**src/rtl/mult_div_unit.sv**
```systemverilog
// -----------------------------------------------------------------------------
// mult_div_unit
//
// Iterative multiply/divide unit for the MIPS EX stage. Executes mult, multu,
// div and divu on 32-bit operands, one result bit per cycle (32-cycle
// shift-add multiply or restoring divide, then one fix-up cycle that applies
// signs and writes HI/LO). Owns the architectural HI/LO registers and holds
// the pipeline with a combinational stall while an operation is in flight.
//
// Ports
//   clk       rising-edge clock
//   rst       synchronous active-high reset
//   start     operation request from the instruction in EX
//   op        00 mult, 01 multu, 10 div, 11 divu
//   a         rs operand (multiplicand / dividend)
//   b         rt operand (multiplier / divisor)
//   wr_hi     mthi write enable (honoured only while idle)
//   wr_lo     mtlo write enable (honoured only while idle)
//   wr_data   mthi/mtlo write data
//   hi        HI register (product high word / remainder)
//   lo        LO register (product low word / quotient)
//   busy      operation in flight
//   done      one-cycle completion pulse, coincides with updated HI/LO
//   stall     holds IF/ID/EX while an operation is pending or running
//   div_zero  last divide had a zero divisor; sticky until the next accept
// -----------------------------------------------------------------------------
module mult_div_unit (
    input  logic        clk,
    input  logic        rst,
    input  logic        start,
    input  logic [1:0]  op,
    input  logic [31:0] a,
    input  logic [31:0] b,
    input  logic        wr_hi,
    input  logic        wr_lo,
    input  logic [31:0] wr_data,
    output logic [31:0] hi,
    output logic [31:0] lo,
    output logic        busy,
    output logic        done,
    output logic        stall,
    output logic        div_zero
);

    typedef enum logic [1:0] {
        IDLE = 2'd0,
        CALC = 2'd1,
        FIX  = 2'd2
    } stateT;

    stateT       state;
    stateT       nextState;

    // Latched operation context
    logic [5:0]  count;
    logic        opIsDiv;
    logic        opIsSigned;
    logic        signA;
    logic        signB;
    logic        divZeroPend;
    logic [31:0] magA;          // |a|, or raw a for a divide by zero
    logic [31:0] magB;          // |b|

    // Shared 64-bit working register:
    //   multiply: {partial product, remaining multiplier bits}
    //   divide:   {partial remainder, dividend bits / quotient bits}
    logic [63:0] acc;

    // Request decode
    logic        accept;
    logic        reqDiv;
    logic        reqSigned;
    logic        reqBZero;
    logic [31:0] absA;
    logic [31:0] absB;

    // One-bit iteration steps
    logic [32:0] mulSum;
    logic [63:0] mulNext;
    logic [64:0] divShift;
    logic [32:0] divTrial;
    logic [63:0] divNext;

    // Sign fix-up and writeback values
    logic [63:0] prodFixed;
    logic [31:0] quoFixed;
    logic [31:0] remFixed;
    logic [31:0] fixHi;
    logic [31:0] fixLo;

    // -------------------------------------------------------------------------
    // Request decode. A start is only taken in IDLE outside the done cycle, so
    // the instruction that was just released by stall is not executed twice.
    // -------------------------------------------------------------------------
    assign accept    = (state == IDLE) && start && !done;
    assign reqDiv    = op[1];
    assign reqSigned = !op[0];
    assign reqBZero  = (b == 32'd0);
    assign absA      = (reqSigned && a[31]) ? (32'd0 - a) : a;
    assign absB      = (reqSigned && b[31]) ? (32'd0 - b) : b;

    // -------------------------------------------------------------------------
    // Status outputs
    // -------------------------------------------------------------------------
    assign busy  = (state != IDLE);
    assign stall = busy || (start && !done);

    // -------------------------------------------------------------------------
    // Next-state logic
    // -------------------------------------------------------------------------
    always_comb begin
        // NOTE: every signal written here gets a default first, so no path
        // through the case leaves it unassigned and no latch is inferred.
        nextState = state;
        case (state)
            IDLE: begin
                if (accept) begin
                    // A zero divisor has a fixed result, so skip the iterations.
                    nextState = (reqDiv && reqBZero) ? FIX : CALC;
                end
            end
            CALC: begin
                if (count == 6'd31) begin
                    nextState = FIX;
                end
            end
            FIX: begin
                nextState = IDLE;
            end
            default: begin
                nextState = IDLE;
            end
        endcase
    end

    // -------------------------------------------------------------------------
    // Multiply step: add the multiplicand into the upper half when the current
    // multiplier bit is set, then shift the whole register right by one. The
    // 33-bit sum keeps the carry, which becomes bit 63 after the shift.
    // -------------------------------------------------------------------------
    always_comb begin
        mulSum  = {1'b0, acc[63:32]} + {1'b0, (acc[0] ? magA : 32'd0)};
        mulNext = {mulSum, acc[31:1]};
    end

    // -------------------------------------------------------------------------
    // Restoring divide step: shift remainder:quotient left, trial-subtract the
    // divisor from the 33-bit shifted remainder. A clear bit 32 means no borrow:
    // keep the difference and shift in a quotient 1; otherwise keep the shifted
    // value (quotient bit 0). The shifted remainder is below 2*divisor, so 33
    // bits are enough for both outcomes.
    // -------------------------------------------------------------------------
    always_comb begin
        divShift = {acc, 1'b0};
        divTrial = divShift[64:32] - {1'b0, magB};
        if (divTrial[32]) begin
            divNext = divShift[63:0];
        end else begin
            divNext = {divTrial[31:0], divShift[31:1], 1'b1};
        end
    end

    // -------------------------------------------------------------------------
    // Sign fix-up. Quotient is negative when the operand signs differ, the
    // remainder follows the dividend. 0x8000_0000 / -1 falls out naturally:
    // magnitude quotient 0x8000_0000 negates to itself, remainder 0.
    // -------------------------------------------------------------------------
    always_comb begin
        prodFixed = acc;
        quoFixed  = acc[31:0];
        remFixed  = acc[63:32];
        if (opIsSigned && (signA ^ signB)) begin
            prodFixed = 64'd0 - acc;
            quoFixed  = 32'd0 - acc[31:0];
        end
        if (opIsSigned && signA) begin
            remFixed = 32'd0 - acc[63:32];
        end

        if (divZeroPend) begin
            fixHi = magA;
            fixLo = 32'hFFFF_FFFF;
        end else if (opIsDiv) begin
            fixHi = remFixed;
            fixLo = quoFixed;
        end else begin
            fixHi = prodFixed[63:32];
            fixLo = prodFixed[31:0];
        end
    end

    // -------------------------------------------------------------------------
    // State, datapath and HI/LO registers
    // -------------------------------------------------------------------------
    always_ff @(posedge clk) begin
        // NOTE: non-blocking assignments throughout, so every register here
        // samples the pre-edge values regardless of statement order.
        if (rst) begin
            state       <= IDLE;
            count       <= 6'd0;
            opIsDiv     <= 1'b0;
            opIsSigned  <= 1'b0;
            signA       <= 1'b0;
            signB       <= 1'b0;
            divZeroPend <= 1'b0;
            magA        <= 32'd0;
            magB        <= 32'd0;
            acc         <= 64'd0;
            hi          <= 32'd0;
            lo          <= 32'd0;
            done        <= 1'b0;
            div_zero    <= 1'b0;
        end else begin
            state <= nextState;
            done  <= (state == FIX);

            case (state)
                IDLE: begin
                    // mthi/mtlo land only while idle, including the done cycle.
                    if (wr_hi) begin
                        hi <= wr_data;
                    end
                    if (wr_lo) begin
                        lo <= wr_data;
                    end

                    if (accept) begin
                        opIsDiv     <= reqDiv;
                        opIsSigned  <= reqSigned;
                        signA       <= reqSigned && a[31];
                        signB       <= reqSigned && b[31];
                        divZeroPend <= reqDiv && reqBZero;
                        magA        <= (reqDiv && reqBZero) ? a : absA;
                        magB        <= absB;
                        count       <= 6'd0;
                        div_zero    <= 1'b0;
                        // Divide starts from the dividend, multiply from the
                        // multiplier; the upper half starts cleared either way.
                        acc         <= reqDiv ? {32'd0, absA} : {32'd0, absB};
                    end
                end

                CALC: begin
                    acc   <= opIsDiv ? divNext : mulNext;
                    count <= count + 6'd1;
                end

                FIX: begin
                    hi       <= fixHi;
                    lo       <= fixLo;
                    div_zero <= divZeroPend;
                end

                default: begin
                end
            endcase
        end
    end

endmodule

```
**config.mk**
```make
export PLATFORM = sky130hd
export DESIGN_NAME = mult_div_unit
export DESIGN_NICKNAME = d
export VERILOG_FILES = /design/src/rtl/mult_div_unit.sv
export SDC_FILE = /design/constraint.sdc
export NUM_CORES = 1
export LEC_CHECK = 0
export ABC_AREA = 1
export CAP_MARGIN = 25
export CELL_PAD_IN_SITES_DETAIL_PLACEMENT = 0
export CELL_PAD_IN_SITES_GLOBAL_PLACEMENT = 2
export CORE_UTILIZATION = 28
export CTS_BUF_LIST = sky130_fd_sc_hd__clkbuf_2 sky130_fd_sc_hd__clkbuf_4 sky130_fd_sc_hd__clkbuf_8
export DETAILED_ROUTE_END_ITERATION = 8
export PLACE_DENSITY_LB_ADDON = 0.3
export SYNTH_ARGS = -nofsm -noshare
export SYNTH_HDL_FRONTEND = slang
export SYNTH_SLANG_ARGS = --single-unit
```
**constraint.sdc**
```tcl
create_clock -name clk -period 2.67 [get_ports clk]
set_input_delay 0.6675 -clock clk [delete_from_list [all_inputs] [get_ports clk]]
set_output_delay 0.6675 -clock clk [all_outputs]
set_load 0.005 [all_outputs]
```
==> flow_summary.json <==
{
  "grt_pass1_vias": 22600,
  "clk_pin_slew_ns": 0.06,
  "max_slew.worst_pin.slew_ns": 0.892,
  "ys_seq_area_share_pct": 21.7,
  "synth-seq-cells": 207,
  "rr_endpoint": "acc[54]$_SDFFE_PP0P_",
  "drc": 0,
  "routed-via-count": 24200,
  "die_area_um2": 69300,
  "wl_per_cell_um": 21.1,
  "start_kind": "flop",
  "initial_utilization_pct": 28.4,
  "min_to": "count[4]$_SDFFE_PP0P_",
  "rr_worst_depth": 20,
  "worstSkewPairLatency_ns": 0.63,
  "top_usage_layer": "met2",
  "grtUsageMet3_pct": 5.09,
  "crit_required_ns": 3.19,
  "dr.first_iter.drc_count": 2134,
  "htreeDepth": 2,
  "r2r-start": "acc[31]$_SDFFE_PP0P_",
  "gp_congestion": 0.957,
  "cts.sinks": 207,
  "cts_tree": "done",
  "io_buffers": 170,
  "coreArea_um2": 67400,
  "grt_max_degree": 103,
  "max_freq_ghz": 0.384,
  "crit_type": "flop to flop",
  "syn-num-nets": 3552,
  "ys.flop_type": "dfxtp_1",
  "die_height_um": 263,
  "grt_setup_unrepaired": "true",
  "met1_usage_pct": 39.8,
  "grt-ovfl-total": 0,
  "dp_hpwl_um": 83100,
  "finalSetupViolCount": 0,
  "io_pins": 171,
  "synth_area_um2": 19100,
  "ant_nets": 0,
  "yosys_warnings": 0,
  "grt_pass1_wl_um": 148000,
  "min_period_ns": 2.60,
  "die-width_um": 263,
  "hold-path-cell-count": 2,
  "wirelength_um": 102000,
  "max-slew-margin-rel_pct": 39.9,
  "powerDensity_nw_per_um2": 514,
  "yosysUniqueCellTypes": 50,
  "r2r_slack_ns": 0.07,
  "met2_usage_pct": 44.3,
  "tns_ns": 0,
  "layout_commonest_cell": "nand2_1",
  "finalHoldViolations": 0,
  "irDropWorstVdd_uv": 320,
  "skew_ns": 0.0477,
  "async_flop_share_pct": 0,
  "p_leak_nw": 12.7,
  "p_total_mw": 13.8,
  "mostFrequentLayoutCells": "nand2_1 (862), buf_4 (436), inv_1 (406)",
  "cap_violations": 0,
  "clk_path_buf_depth": 3,
  "syn_avg_cell_area_um2": 5.66,
  "drtPass1Iterations": 6,
  "synth_enable_flop_cells": 0,
  "min-delay-path-class": "flop to flop",
  "slew_violations": 0,
  "critPathArrivalTime_ns": 3.12,
  "post_drt_via_cell_ratio": 5.03,
  "cts_buffers": 42,
  "period_share_pct": 97.6,
  "nets": 4085,
  "rows": 95,
  "worstSetupEndpointType": "flop",
  "drive_above_1_share_pct": 19.0,
  "grtUsageTotal_pct": 28.6,
  "root_buffer": "clkbuf_8",
  "antenna_found_initial": 2,
  "min_from": "count[4]$_SDFFE_PP0P_",
  "holdBufCountCts": 0,
  "syn_to_final_growth_pct": 40.3,
  "status": "complete, no violations",
  "path_max_fanout": 11,
  "synth_cells": 3378
}
[stage by stage]
stage	hold WS [ns]	instances	worst slack [ns]	util, %	instance area [µm²]
2_1_floorplan	0.444	3378	0.105	-	19100
3_3_place_gp	0.454	4734	-0.285	37.1	25000
3_5_place_dp	0.474	4734	-0.298	37.1	25000
4_1_cts	0.482	4808	0.00335	38.7	26100
5_1_grt	0.508	4820	-0.0589	39.8	26800
6_report	0.484	4820	0.0652	39.8	26800
[power by group]
| group | switching (mW) | internal, mW |
|---|---|---|
| Clock | 1.63 | 2.40 |
| Sequential | 0.323 | 3.41 |
| Combinational | 3.68 | 2.34 |
[worst max path at each step]
stage,start,endpoint,slack [ns],depth (start not counted)
2_1_floorplan,acc[0]$_SDFFE_PP0P_,acc[47]$_SDFFE_PP0P_,0.10,17
3_3_place_gp,b[0],magA[9]$_SDFFE_PP0P_,-0.29,14
3_5_place_dp,b[0],acc[14]$_SDFFE_PP0P_,-0.30,12
4_1_cts,acc[0]$_SDFFE_PP0P_,acc[58]$_SDFFE_PP0P_,0.003,18
5_1_grt,acc[0]$_SDFFE_PP0P_,acc[58]$_SDFFE_PP0P_,-0.06,16
6_report,acc[31]$_SDFFE_PP0P_,acc[54]$_SDFFE_PP0P_,0.07,20
[critical path, cell delays in order, from the launching register on]
cell and delay, ns:
dfxtp_2 0.33, inv_2 0.05, ha_4 0.16, fa_2 0.43
inv_2 0.08, nand2_2 0.05, nand2_2 0.07, nand3_2 0.08
nand2_2 0.09, nand2_2 0.07, nand2_4 0.08, nand2_4 0.09
nand2_4 0.09, nand2_4 0.07, nand2_8 0.13, buf_4 0.15
buf_4 0.10, nand3_1 0.12, nand3_1 0.09, nand2_1 0.05
a21oi_1 0.11
[final cells by class]
| type | count | area, µm² |
|---|---|---|
| clock buffers | 66 | 846 |
| multi-input cells | 2591 | 13400 |
| fillers | 7489 | 40600 |
| well taps | 873 | 1090 |
| inverters | 437 | 1640 |
| clock inverters | 8 | 154 |
| flip-flops and latches | 207 | 4170 |
| repair buffers | 632 | 5480 |
| diodes | 6 | 15.0 |
[flip-flops by register name, indices dropped and copies added (netlist names), 2 cells and up]
| register | flops |
|---|---|
| acc | 64 |
| hi | 32 |
| lo | 32 |
| magA | 32 |
| magB | 32 |
| count | 6 |
| state | 2 |
[Yosys cell counts, drive strengths merged, types with 3 or more instances]
library cell / n / share of area [%]
clkinv: 4 / 0.079
nor2: 382 / 7.7
nor4: 3 / 0.098
nand2: 902 / 18
a21o: 6 / 0.24
nand4: 35 / 1.2
ha: 69 / 4.5
nand3b: 16 / 0.63
dfxtp: 207 / 22
buf: 48 / 1.4
nor3: 27 / 0.76
a21oi: 353 / 9.3
or2: 16 / 0.52
xnor2: 11 / 0.50
nand3: 292 / 7.6
xor2: 68 / 3.1
o21a: 4 / 0.16
o21bai: 7 / 0.27
a31oi: 25 / 0.82
clkbuf: 95 / 1.9
inv: 433 / 8.5
o21ai: 297 / 7.8
o211ai: 58 / 2.3
and2: 6 / 0.20
[repair_timing]
| action | in CTS | in global routing |
|---|---|---|
| gates resized for setup | 21 | 166 |
| endpoints found under the setup margin | 32 | 42 |
| buffers inserted | 0 | 5 |
| cloned | 0 | 1 |
| pin swaps | 2 | 19 |
[cells by family after synthesis]
| logic type | share of synthesized area [%] |
|---|---|
| AND/OR/NAND/NOR | 36.8 |
| AO/OA/AOI/OAI | 21.4 |
| buffers and inverters | 11.8 |
| flip-flops | 21.7 |
| XOR/XNOR | 3.62 |
| adder cells (fa/ha/maj) | 4.73 |
[metal layers]
metal  vias to the layer above  part of all wire [%]  routed length [µm]
li1                      12100                     -                   -
met1                     11200                    46               46800
met2                       819                    43               44200
met3                       132                   7.1                7220
met4                         0                   3.5                3600
met5                         -                     0                   0
No activity file was read; power rests on OpenSTA's default activity.
